===== src/rtl/ssd_scan_sched.sv =====
`default_nettype none
// +-----------------------------------------------------------------------+
// | Module  : ssd_scan_sched                                              |
// | Purpose : 4-digit seven-segment refresh scheduler with per-frame      |
// |           snapshot, 16-step PWM brightness, leading-zero blanking.    |
// | Revision: 1.0  initial release                                        |
// +-----------------------------------------------------------------------+
module ssd_scan_sched #(
  parameter int SUB_DIV = 3125,
  parameter int SUB_W   = 12
) (
  input  logic       clk,
  input  logic       rst,
  input  logic [3:0] in0,
  input  logic [3:0] in1,
  input  logic [3:0] in2,
  input  logic [3:0] in3,
  input  logic       blank_en,
  input  logic [3:0] brightness,
  output logic [3:0] ssd,
  output logic [3:0] ssd_ctl,
  output logic [1:0] scan_idx,
  output logic       frame_done
);

  localparam logic [SUB_W-1:0] c_SUB_LAST = SUB_W'(SUB_DIV - 1);

  logic [SUB_W-1:0] r_sub;
  logic [3:0]       r_phase;
  logic [1:0]       r_idx;
  logic [3:0]       r_s0, r_s1, r_s2, r_s3, r_s_bri;
  logic             r_s_blank;
  logic             r_load_pending;
  logic             r_frame_flag;

  logic             w_sub_wrap;
  logic             w_phase_wrap;
  logic             w_at_t;
  logic [3:0]       w_digit;
  logic             w_blank0, w_blank1, w_blank2;
  logic             w_blanked;
  logic             w_lit;
  logic [3:0]       w_ctl;

  assign w_sub_wrap   = (r_sub == c_SUB_LAST);
  assign w_phase_wrap = w_sub_wrap && (r_phase == 4'd15);
  assign w_at_t       = w_phase_wrap && (r_idx == 2'd3);

  // Counters stay frozen on the post-reset load edge so slot 0 starts whole.
  always_ff @(posedge clk or posedge rst) begin
    if (rst) begin
      r_sub          <= '0;
      r_phase        <= '0;
      r_idx          <= '0;
      r_s0           <= '0;
      r_s1           <= '0;
      r_s2           <= '0;
      r_s3           <= '0;
      r_s_bri        <= '0;
      r_s_blank      <= 1'b0;
      r_load_pending <= 1'b1;
      r_frame_flag   <= 1'b0;
    end else begin
      if (r_load_pending || w_at_t) begin
        r_s0      <= in0;
        r_s1      <= in1;
        r_s2      <= in2;
        r_s3      <= in3;
        r_s_bri   <= brightness;
        r_s_blank <= blank_en;
      end
      if (r_load_pending) begin
        r_load_pending <= 1'b0;
        r_frame_flag   <= 1'b0;
      end else begin
        r_sub        <= w_sub_wrap ? '0 : r_sub + SUB_W'(1);
        r_frame_flag <= w_at_t;
        if (w_sub_wrap)
          r_phase <= r_phase + 4'd1;
        if (w_phase_wrap)
          r_idx <= r_idx + 2'd1;
      end
    end
  end

  assign w_blank0 = r_s_blank && (r_s0 == 4'd0);
  assign w_blank1 = w_blank0 && (r_s1 == 4'd0);
  assign w_blank2 = w_blank1 && (r_s2 == 4'd0);

  always_comb begin
    w_digit   = r_s0;
    w_blanked = 1'b0;
    case (r_idx)
      2'd0: begin w_digit = r_s0; w_blanked = w_blank0; end
      2'd1: begin w_digit = r_s1; w_blanked = w_blank1; end
      2'd2: begin w_digit = r_s2; w_blanked = w_blank2; end
      default: begin w_digit = r_s3; w_blanked = 1'b0; end
    endcase
  end

  assign w_lit = (r_phase <= r_s_bri) && !w_blanked;

  always_comb begin
    w_ctl = 4'b1111;
    if (w_lit) begin
      case (r_idx)
        2'd0:    w_ctl = 4'b0111;
        2'd1:    w_ctl = 4'b1011;
        2'd2:    w_ctl = 4'b1101;
        default: w_ctl = 4'b1110;
      endcase
    end
  end

  // Outputs hold reset values until the first snapshot has been taken.
  always_ff @(posedge clk or posedge rst) begin
    if (rst) begin
      ssd        <= 4'd0;
      ssd_ctl    <= 4'b1111;
      scan_idx   <= 2'd0;
      frame_done <= 1'b0;
    end else if (r_load_pending) begin
      ssd        <= 4'd0;
      ssd_ctl    <= 4'b1111;
      scan_idx   <= 2'd0;
      frame_done <= 1'b0;
    end else begin
      ssd        <= w_digit;
      ssd_ctl    <= w_ctl;
      scan_idx   <= r_idx;
      frame_done <= r_frame_flag;
    end
  end

endmodule
`default_nettype wire


===== config.mk =====
export PLATFORM = sky130hd
export DESIGN_NAME = ssd_scan_sched
export DESIGN_NICKNAME = d
export VERILOG_FILES = /design/src/rtl/ssd_scan_sched.sv
export SDC_FILE = /design/constraint.sdc
export NUM_CORES = 1
export LEC_CHECK = 0
export CAP_MARGIN = 20
export CELL_PAD_IN_SITES_DETAIL_PLACEMENT = 2
export CELL_PAD_IN_SITES_GLOBAL_PLACEMENT = 2
export CORE_ASPECT_RATIO = 0.5
export CORE_MARGIN = 3
export CORE_UTILIZATION = 36
export DETAILED_ROUTE_END_ITERATION = 8
export PLACE_DENSITY_LB_ADDON = 0.1
export SKIP_LAST_GASP = 1
export SLEW_MARGIN = 25
export SYNTH_ARGS = -nofsm -noshare
export SYNTH_HDL_FRONTEND = slang
export SYNTH_SLANG_ARGS = --single-unit

===== constraint.sdc =====
create_clock -name clk -period 2.25 [get_ports clk]
set_clock_uncertainty 0.15 [all_clocks]
set_input_delay 0.225 -clock clk [delete_from_list [all_inputs] [get_ports clk]]
set_output_delay 0.225 -clock clk [all_outputs]
set_load 0.01 [all_outputs]

### Word-level counts from Yosys, hierarchy flattened

Cells that the tools add are included.

| storage, ports and cells | value |
|---|---|
| register bits after elaboration | 52 |
| input port bits | 23 |
| word-level logic and storage cells | 49 |
| output and inout bits | 11 |

| operators by class | value |
|---|---|
| reductions and logical operators | 14 |
| bitwise operators | 1 |
| mux-type cells | 10 |
| add/subtract/negate cells | 3 |
| eq/ne operators | 5 |
| order comparisons | 1 |

Operators with widths:

| cell | number |
|---|---|
| $pmux 4 s3 | 2 |
| $add 12x1->12 const B | 1 |
| $eq 12x12->1 const B | 1 |
| $logic_not 4->1 | 3 |
| $mux 12 | 1 |
| $mux 4 | 3 |
| $logic_and 1x1->1 | 6 |
| $add 4x1->4 const B | 1 |
| $eq 2x2->1 const B | 2 |
| $eq 4x4->1 const B | 1 |
| $le 4x4->1 | 1 |
| $reduce_and 2->1 | 2 |
| $pmux 1 s3 | 1 |
| $add 2x1->2 const B | 1 |
| $eq 2x1->1 const B | 1 |
| $logic_not 2->1 | 1 |
| $mux 1 | 2 |
| $mux 2 | 1 |
| $logic_not 1->1 | 1 |
| $logic_or 1x1->1 | 1 |
| $not 1->1 | 1 |

### Logic depth before layout (Yosys ltp)

| logic depth | value |
|---|---|
| word-level depth | 9 |
| gate-level depth with buffers | 7 |
| gate-level depth less buffers | 6 |

### Worst setup path after synthesis

Ideal clock, no wire load.

| path | value |
|---|---|
| path type | register to register |
| start point | register r_sub[0] |
| end point | register r_idx[1] |
| setup slack | 0.251 ns |
| arrival | 1.724 ns |
| clock period less this slack | 1.999 ns |
| library setup time | 0.125 ns |
| cell stages (with the launch flop) | 7 |
| data required time | 1.975 ns |
| buffers on the path | 0 |
| cell sequence | dfrtp_1 > inv_1 > ha_1 > nand4b_2 > nor4_4 > nand4_4 > mux2_4 |

| on the way | value |
|---|---|
| cells in the longest elaborated chain, start to end | 3 |

RTL lines:

| element | line | source |
|---|---|---|
| start: declaration | 28 | `logic [SUB_W-1:0] r_sub;` |
| start signal: assignment | 76 | `r_sub <= w_sub_wrap ? '0 : r_sub + SUB_W'(1);` |
| $eq 12x12->1 | 45 | `assign w_sub_wrap = (r_sub == c_SUB_LAST);` |
| $logic_and 1x1->1 | 46 | `assign w_phase_wrap = w_sub_wrap && (r_phase == 4'd15);` |
| $reduce_and 2->1 (no source line) | - |  |
| end signal: assignment | 81 | `r_idx <= r_idx + 2'd1;` |
| end: declaration | 30 | `logic [1:0] r_idx;` |

Every way passes these cells.
A chain may end at the register's enable or synchronous reset.

### Final worst setup path

Same ends and word-level chain as after synthesis.

==> metrics.md <==
| Metric | Value |
|---|---|
| Final setup TNS | 0 ns |
| Instance count on the critical path | 7 |
| Overall Power | 2270 µW |
| Synth top area share | 48.7% |
| Crit-path max FO | 5 |
| Critical path required time | 2.28 ns |
| Busiest grt layer | met2 |
| Initial Utilization | 38.5% |
| Crit path cell chain | inv_1, ha_1, nand4b_2, nor4_4, buf_4, nand4_4, mux2_4 |
| Status | complete, no violations |
| Rel. slew slack | 64.1% |
| Share of cells above drive strength 1 | 23.1% |
| RePlAce Congestion | 0.787 |
| Unrepaired setup endpoints after global routing | false |
| Number of setup violations in the final report | 0 |
| Worst path bufs/invs | 2 |
| Clk buf depth | 2 |
| Top-count cell post-synth | dfrtp_1 |
| Top cells by area, synth | dfrtp_1 49%, mux2_2 9.8%, ha_1 7.2%, dfstp_2 5.4%, xnor2_1 2.5% |
| PwrDens | 738 mW/mm² |
| GRT Residual Overflow | 0 |
| Crit path capture type | register |
| FP Rows | 20 |
| Post-Route WL | 5650 µm |
| Layout area overhead | 27.4% |
| First-pass GRT wire length | 9600 µm |
| Post-Syn Instances | 196 |
| Number of flops mapped to enable cells by yosys | 0 |
| FF+latch count, synth | 52 |
| H-Tree Depth | 2 |
| DR iter-0 viols | 98 |
| Final Worst Setup Slack | 0.174 ns |
| CTS resizes | 0 |
| CTS root buf | clkbuf_16 |
| Met3 usage | 4.95% |
| CP delay by family, top | simple AND/OR/NAND/NOR gates |
| Critical path type | reg -> reg |
| DRC | 0 |
| Skew-Pair Late Insertion Delay | 0.30 ns |
| Final Hold Fails | 0 |
| Die height | 63.9 µm |
| Clk pin slew, worst setup/hold paths | 0.06 ns |
| Commonest cells post-synth | 47 x dfrtp_1, 21 x mux2_2, 16 x nor2_1 |
| Tot GR Track Use | 16.3% |
| Ys flop type | dfrtp_1 |
| Post-synth cell types | 39 |
| Per-cell routed wire length | 17.3 µm |
| Pin count of the biggest net entering global routing | 53 |
| Fmax | 482 MHz |
| Arrival time worst endpoint | 2.11 ns |
| Grt met1 use | 20.2% |
| Tmin final | 2.08 ns |
| Critical path launch point type | register |
| Post-CTS Hold Fix Bufs | 0 |
| Met2 usage | 26.9% |
| Mapped cell area | 0.00242 mm² |
| Worst r2r path cells | 7 |
| N_diodes | 0 |
| IO Port Bufs | 33 |
| Die X | 122 µm |
| # Max-Cap Violations | 0 |
| CTS Buf Count | 5 |
| Final period util | 92.3% |
| Via density | 5.10 |
| Peak VDD IR | 381 µV |
| Via count | 1661 |
| Syn avg cell area | 12.3 µm² |
| Critical path's slowest cell | dfrtp_1 |
| Worst Max-Slew Pin Slew | 0.535 ns |
| Post-DRT Antenna Nets | 0 |
| Register area share after synthesis | 54.1% |
| Yosys Warn Count | 0 |
| Setup bufs post-CTS | 0 |
| Post-synth ARST share | 100% |
| CORE AREA | 0.00628 mm² |
| Dominant cell type by area after synthesis | dfrtp_1 |
| CTS tree | built |
| Pre-antenna DRT Iters | 4 |
| Nets | 274 |
| Worst Hold Class | in -> async |
| Initial antenna violation count | 0 |
| Number of global-route vias before repair | 1853 |
| Dpl hpwl | 3810 µm |
| Critical Path Max Stage Delay | 0.44 ns |
| Place WS | 0.137 ns |
| Syn Nets | 233 |
| Die Area | 0.00779 mm² |
| Pleak | 0.00137 µW |
| Count of pins over their slew limit | 0 |
| Top Ports | 34 |
| Clk sink count | 52 |
[stage by stage]
stage,hold slack (ns),util [%],instance area (µm²),std cells
floorplan,0.224,-,2420,196
global placement,0.312,46.1,2900,318
detailed placement,0.311,46.1,2900,318
CTS,0.173,48.7,3060,326
global route,0.193,49.0,3080,326
finish,0.162,49.0,3080,326
[placed cells by master (no fill, tap or decap), types with 6 or more instances in the layout]
cell	netlist	final
a21oi_1	8	7
clkdlybuf4s50_1	0	33
dfrtp_1	47	47
ha_1	14	13
inv_1	10	9
mux2_2	21	21
nand2_1	7	7
nor2_1	16	16
nor3_1	7	6
xnor2_1	7	7
[cells by family after synthesis]
group	synth area share [%]
and+or+nand+nor	14.7
DFF	54.1
AOI/OAI and AO/OA	6.21
muxes	11.0
buffers and inverters	2.95
adders and majority gates	7.25
xor gates and xnor gates	3.62
other	0.155
[power breakdown]
| group | switching [µW] | internal, µW |
|---|---|---|
| sequential | 101 | 1030 |
| clock | 343 | 524 |
| combinational | 123 | 156 |
[worst register-to-register path: cells and delay by family, from the launching register on]
family | cells | cell delay, ns
adder cells (fa/ha/maj) | 1 | 0.17
buffers and inverters | 2 | 0.27
flip-flops | 1 | 0.44
multiplexers | 1 | 0.32
AND/OR/NAND/NOR | 3 | 0.61
[per-layer routing]
layer	up-vias	wire (µm)	share of wire (%)
li1	775	-	-
met1	851	2530	45
met4	0	98	1.7
met3	7	216	3.8
met5	-	0	0
met2	28	2800	50
[flip-flops by register name (all words and copies together) (netlist names), 2 cells and up]
signal    count
r_s1          4
ssd           4
r_idx         2
ssd_ctl       4
r_s0          4
r_sub        12
r_s3          4
r_phase       4
r_s2          4
scan_idx      2
r_s_bri       4
[final cells by class]
cell class	count	area (µm²)
Inverter	10	37.5
Fill cell	651	3200
Clock buffer	6	129
Tap cell	88	110
Clock inverter	2	35.0
Sequential cell	52	1310
Timing Repair Buffer	39	400
Multi-Input combinational cell	129	1060
[final timing paths]
check / startpoint / endpoint / slack [ns]
setup / recovery: r_sub[0] / r_idx[1] / 0.17
hold / removal: rst / scan_idx[1] / 0.16
setup reg to reg: r_sub[0] / r_idx[1] / 0.17
hold reg to reg: r_frame_flag / frame_done / 0.33
max in group asynchronous: rst / ssd_ctl[1] / 1.50
min in group clk: r_frame_flag / frame_done / 0.33
No activity file was read; power rests on OpenSTA's default activity.
